$ cat config.mk
export PLATFORM = sky130hd
export DESIGN_NAME = illegal_instruction_exception_sequencer
export DESIGN_NICKNAME = d
export VERILOG_FILES = /design/src/rtl/illegal_instruction_exception_sequencer.sv
export SDC_FILE = /design/constraint.sdc
export NUM_CORES = 1
export LEC_CHECK = 0
export CORE_MARGIN = 1.5
export CORE_UTILIZATION = 45
export CTS_BUF_LIST = sky130_fd_sc_hd__clkbuf_8
export DETAILED_ROUTE_END_ITERATION = 8
export DONT_BUFFER_PORTS = 1
export SKIP_CTS_REPAIR_TIMING = 1
export SLEW_MARGIN = 20
export SYNTH_ARGS = -nofsm -noshare
export SYNTH_HDL_FRONTEND = slang
export SYNTH_SLANG_ARGS = --single-unit
$ cat constraint.sdc
create_clock -name clk -period 2.7 [get_ports clk]
set_clock_uncertainty 0.15 [all_clocks]
set_input_delay 0.135 -clock clk [delete_from_list [all_inputs] [get_ports clk]]
set_output_delay 0.135 -clock clk [all_outputs]
set_load 0.03 [all_outputs]
$ cat src/rtl/illegal_instruction_exception_sequencer.sv
// Turns an illegal-instruction flag from decode into one precise exception request.
// Blocks issue from detection until the flush that follows the accepted request.
module illegal_instruction_exception_sequencer #(
  parameter int ID_W    = 3,
  parameter int COUNT_W = 16,
  parameter bit TVAL_EN = 1'b1
) (
  input  logic               clk,
  input  logic               rst_n,
  input  logic               decode_valid,
  input  logic [31:0]        decode_instruction,
  input  logic [31:0]        decode_pc,
  input  logic [ID_W-1:0]    decode_id,
  input  logic               illegal_instruction,
  input  logic               older_in_flight,
  input  logic               exception_ack,
  input  logic               flush,
  output logic               issue_block,
  output logic               exception_valid,
  output logic [4:0]         exception_code,
  output logic [31:0]        exception_pc,
  output logic [31:0]        exception_tval,
  output logic [ID_W-1:0]    exception_id,
  output logic [COUNT_W-1:0] illegal_count
);

  typedef enum logic [1:0] {
    S_IDLE,
    S_DRAIN,
    S_REQ,
    S_WAIT_FLUSH
  } state_t;

  localparam logic [4:0] CAUSE_ILLEGAL = 5'd2;

  state_t state;
  logic   capture;

  function automatic logic [COUNT_W-1:0] sat_inc(input logic [COUNT_W-1:0] v);
    return (&v) ? v : v + COUNT_W'(1);
  endfunction

  function automatic logic [31:0] tval_sel(input logic [31:0] instr);
    return TVAL_EN ? instr : 32'd0;
  endfunction

  // A flush in the detection cycle means an older instruction redirected; drop it.
  assign capture     = decode_valid & illegal_instruction & ~flush;
  assign issue_block = (state != S_IDLE) | (decode_valid & illegal_instruction);

  always_ff @(posedge clk or negedge rst_n) begin
    if (!rst_n) begin
      state           <= S_IDLE;
      exception_valid <= 1'b0;
      exception_code  <= 5'd0;
      exception_pc    <= 32'd0;
      exception_tval  <= 32'd0;
      exception_id    <= '0;
      illegal_count   <= '0;
    end else begin
      case (state)
        S_IDLE: begin
          if (capture) begin
            exception_pc   <= decode_pc;
            exception_tval <= tval_sel(decode_instruction);
            exception_id   <= decode_id;
            state          <= S_DRAIN;
          end
        end
        S_DRAIN: begin
          if (flush) begin
            state <= S_IDLE;
          end else if (!older_in_flight) begin
            state           <= S_REQ;
            exception_valid <= 1'b1;
            exception_code  <= CAUSE_ILLEGAL;
          end
        end
        S_REQ: begin
          // Ack beats a coincident flush: the exception unit already committed to it.
          if (exception_ack) begin
            state           <= S_WAIT_FLUSH;
            exception_valid <= 1'b0;
            exception_code  <= 5'd0;
            illegal_count   <= sat_inc(illegal_count);
          end else if (flush) begin
            state           <= S_IDLE;
            exception_valid <= 1'b0;
            exception_code  <= 5'd0;
          end
        end
        S_WAIT_FLUSH: begin
          if (flush) begin
            state <= S_IDLE;
          end
        end
        default: begin
          state           <= S_IDLE;
          exception_valid <= 1'b0;
          exception_code  <= 5'd0;
        end
      endcase
    end
  end

endmodule

==> results_tabular.tex <==
\begin{tabular}{lr}
\hline
Metric & Value \\
\hline
\multicolumn{2}{l}{\textbf{Pwr}} \\
Proportion of total power due to net switching & 0.4101 \\
Ratio of total power to cell area & 1023 nW/um\^{}2 \\
Overall power after layout & 4.717 mW \\
Share of power burned in registers & 0.631 \\
Leakage power & 1.991 nW \\
Worst voltage drop across the vdd grid & 0.0005342 V \\
Clk network pwr share & 0.223 \\
Part of the power in combinational logic & 0.147 \\
Internal power consumption & 2.782 mW \\
Total net switching power & 1.934 mW \\
\multicolumn{2}{l}{\textbf{STA}} \\
Setup Total Neg Slack & 0 ns \\
Slew of the pin with the lowest slew margin & 0.6366 ns \\
Final setup viols & 0 \\
Final slew viol count & 0 \\
Unrepaired setup endpoints after global routing & false \\
Slew margin rel. & 0.5756 \\
Share of the clock period used by the worst path & 0.8357 \\
Final worst path period need & 2.256 ns \\
Timing-limited maximum frequency & 0.4432 GHz \\
Final Hold Violating Endpoints & 0 \\
\multicolumn{2}{l}{\textbf{Worst setup path}} \\
Kind of launch point of the worst setup path & flop \\
Capture instance of the worst register-to-register path & illegal\_count[1] \\
Kind of critical path & reg -> reg \\
Worst r2r src & illegal\_count[1] \\
CP Data Required Time & 2.78 ns \\
Startpoint of the most critical setup path & illegal\_count[1] \\
Critical Path End Type & flop \\
Arrival time reported for the critical path endpoint & 2.34 ns \\
Worst reg2reg path depth & 5 \\
Worst setup slack for register-to-register paths & 0.44 ns \\
CP delay by family, top & simple AND/OR/NAND/NOR gates \\
Cell chain of the critical path & ha\_1 > nand3\_1 > nor4\_4 > nor2\_2 > mux2\_4 \\
Highest net fanout along the worst path & 8 \\
Crit path largest cell delay & 0.57 ns \\
Sum of buffers and inverters on the critical path & 0 \\
Slowest CP cell & sky130\_fd\_sc\_hd\_\_dfrtp\_1 \\
\multicolumn{2}{l}{\textbf{Synthesis}} \\
Leading cell types by count after synthesis & 86 x sky130\_fd\_sc\_hd\_\_dfrtp\_1, 67 x sky130\_fd\_sc\_hd\_\_mux2\_2, 8 x sky130\_fd\_sc\_hd\_\_buf\_4, 8 x sky130\_fd\_sc\_hd\_\_o21ai\_0 \\
Cell type contributing the most total cell area after synthesis & sky130\_fd\_sc\_hd\_\_dfrtp\_1 \\
Number of enable flip-flop cells after synthesis & 0 \\
Dominant cell by count in the synthesized netlist & sky130\_fd\_sc\_hd\_\_dfrtp\_1 \\
Cell count after synthesis & 240 \\
Number of distinct standard cells referenced by the synthesized netlist & 36 \\
Area fraction of the dominant cell type after synthesis & 0.6149 \\
Ys async rst share & 1.000 \\
Leading register cell type out of synthesis & sky130\_fd\_sc\_hd\_\_dfrtp\_1 \\
Cell area after synthesis & 3500 um\^{}2 \\
Top post-synthesis cells by area & sky130\_fd\_sc\_hd\_\_dfrtp\_1 61\%, sky130\_fd\_sc\_hd\_\_mux2\_2 22\%, sky130\_fd\_sc\_hd\_\_xor2\_1 1.8\% \\
Register bit total from synthesis & 86 \\
Number of warning messages in the yosys log & 0 \\
Share of synthesized area occupied by flip-flops and latches & 0.6149 \\
Synthesized area per cell & 14.58 um\^{}2 \\
\multicolumn{2}{l}{\textbf{Floorplan}} \\
Overall die area & 8315 um\^{}2 \\
Die height & 91.19 um \\
Count of pins on the block boundary & 164 \\
Core area & 7370 um\^{}2 \\
Initial cell density of the core & 0.4749 \\
DIE WIDTH & 91.19 um \\
Number of cell rows & 31 \\
\multicolumn{2}{l}{\textbf{Placed design}} \\
Detail Placement HPWL & 4.501 mm \\
Placed instance area & 3610 um\^{}2 \\
Input/output buffers & 0 \\
Final Wtd Congestion & 0.7685 \\
\multicolumn{2}{l}{\textbf{Clock network}} \\
Cell at the root of the clock tree & sky130\_fd\_sc\_hd\_\_clkbuf\_8 \\
Worst-Skew Late Latency & 0.35 ns \\
Total number of clock tree sinks & 86 \\
Num CTS Buffers & 9 \\
Clock tree from TritonCTS & built \\
Depth of the CTS H-tree & 3 \\
Clock transition at path regs & 0.08 ns \\
Max Root-Sink Buffers & 2 \\
\multicolumn{2}{l}{\textbf{Routing}} \\
Final ANT Viol Nets & 0 \\
First-pass iteration count of the detailed router & 4 \\
Vias per inst & 5.125 \\
Total wire length after detailed routing & 7.298 mm \\
Detailed-route DRC error count & 0 \\
Detailed-route via count & 2178 \\
Average wire length per cell after detail routing & 17.17 um \\
Drt first-iter violations & 45 \\
\multicolumn{2}{l}{\textbf{Global routing}} \\
GRT Util Overall & 0.1567 \\
Global route overflow & 0 \\
Met3 usage in global routing & 0.06449 \\
Met2 track utilization from global routing & 0.2345 \\
Initial antenna violation count & 0 \\
Wire length of the first global-routing pass & 10.16 mm \\
Gr busiest metal & met2 \\
Maximum number of pins on one net before global-route repair & 87 \\
Fraction of met1 tracks used by global routing & 0.1967 \\
Number of global-route vias before repair & 1963 \\
\multicolumn{2}{l}{\textbf{Hold path}} \\
End point of the worst hold path & illegal\_count[0] \\
Min-Delay Path Depth & 3 \\
Hold Startpoint & exception\_ack \\
Type of the worst min-delay path & in -> reg \\
\multicolumn{2}{l}{\textbf{Cells and area}} \\
Share of final-layout standard cells stronger than drive strength 1 & 0.2892 \\
Fin nets & 395 \\
Area of all placed cells without fillers & 4609 um\^{}2 \\
Synth-to-layout area growth & 31.71\% \\
\multicolumn{2}{l}{\textbf{Status}} \\
Result of the run & finished, final reports clean \\
\multicolumn{2}{l}{\textbf{Run}} \\
Max-capacitance violation count & 0 \\
\hline
\end{tabular}
[how the worst max path moves through the flow]
stage,to,slack (ns),depth (start not counted)
after detailed placement,illegal_count[1],0.47,5
after global placement,illegal_count[1],0.51,5
after global routing,illegal_count[1],0.32,5
after floorplan,illegal_count[1],0.65,5
after CTS,illegal_count[1],0.44,5
final,illegal_count[1],0.44,5
[cell families after synthesis]
logic type	after synthesis	synth area share
and+or+nand+nor	43	0.07973
xor gates and xnor gates	13	0.03254
muxes	68	0.2199
other	1	0.001072
adders and majority gates	1	0.003575
DFF	86	0.6149
buffers and inverters	15	0.02610
AOI/OAI and AO/OA	13	0.02217
[layout make-up]
cell class / instances / area [um^2]
flip-flops and latches: 86 / 2152
clock inverters: 7 / 115.1
diodes: 1 / 2.502
well taps: 99 / 123.9
multi-input cells: 142 / 1276
inverters: 2 / 7.507
fillers: 544 / 2760
repair buffers: 79 / 808.3
clock buffers: 9 / 123.9
[power by group through the flow]
stage / clock network, mW / registers (mW) / logic, mW
floorplan: 0 / 2.89 / 0.513
global placement: 0 / 3.00 / 0.545
detailed placement: 0 / 3.00 / 0.578
CTS: 1.09 / 2.98 / 0.576
global route: 1.14 / 3.04 / 0.760
finish: 1.05 / 2.97 / 0.691
[state kept, by name, indices dropped and copies added (netlist names)]
signal / count
illegal_count: 16
exception_code: 1
state: 2
exception_pc: 32
exception_id: 3
exception_tval: 32
[cell usage in the layout (no fill, tap or decap), types with 2 or more instances in the layout]
master                           n
sky130_fd_sc_hd__nor3_1          3
sky130_fd_sc_hd__dlygate4sd3_1  73
sky130_fd_sc_hd__nor2_1          6
sky130_fd_sc_hd__and3_1          2
sky130_fd_sc_hd__conb_1          4
sky130_fd_sc_hd__nor3b_1         2
sky130_fd_sc_hd__nand2_1         7
sky130_fd_sc_hd__o21ai_0         8
sky130_fd_sc_hd__xnor2_1         6
sky130_fd_sc_hd__o2111ai_1       2
sky130_fd_sc_hd__bufinv_16       3
sky130_fd_sc_hd__nor4_4          2
sky130_fd_sc_hd__clkbuf_8        9
sky130_fd_sc_hd__inv_1           4
sky130_fd_sc_hd__nand3_1         2
sky130_fd_sc_hd__and2_1          2
sky130_fd_sc_hd__nor2b_1         3
sky130_fd_sc_hd__dfrtp_1        86
sky130_fd_sc_hd__mux2_2         67
sky130_fd_sc_hd__buf_4           4
sky130_fd_sc_hd__xor2_1          7
sky130_fd_sc_hd__nand4_1         5
sky130_fd_sc_hd__clkinv_4        2
[stage by stage]
stage          setup slack, ns  instances  hold WS (ns)  utilization
3_5_place_dp            0.4675        334       -0.3089       0.4898
2_1_floorplan           0.6461        243       -0.3106            -
5_1_grt                 0.3196        424       0.03507       0.6251
6_report                0.4437        425       0.03870       0.6255
4_1_cts                 0.4388        350       -0.6972       0.5222
3_3_place_gp            0.5108        334       -0.3088       0.4898
[worst reg2reg max path, cell delays in order, from the launching register on]
cell                      delay (ns)
sky130_fd_sc_hd__dfrtp_1        0.57
sky130_fd_sc_hd__ha_1           0.28
sky130_fd_sc_hd__nand3_1        0.18
sky130_fd_sc_hd__nor4_4         0.55
sky130_fd_sc_hd__nor2_2         0.11
sky130_fd_sc_hd__mux2_4         0.32
[metal layers]
metal | wire, um | vias to the layer above
met5 | 0 | -
met4 | 118 | 0
met3 | 678 | 10
met2 | 3480 | 113
met1 | 3021 | 1058
li1 | - | 997
Note: power is estimated with default switching activity, not from simulation.
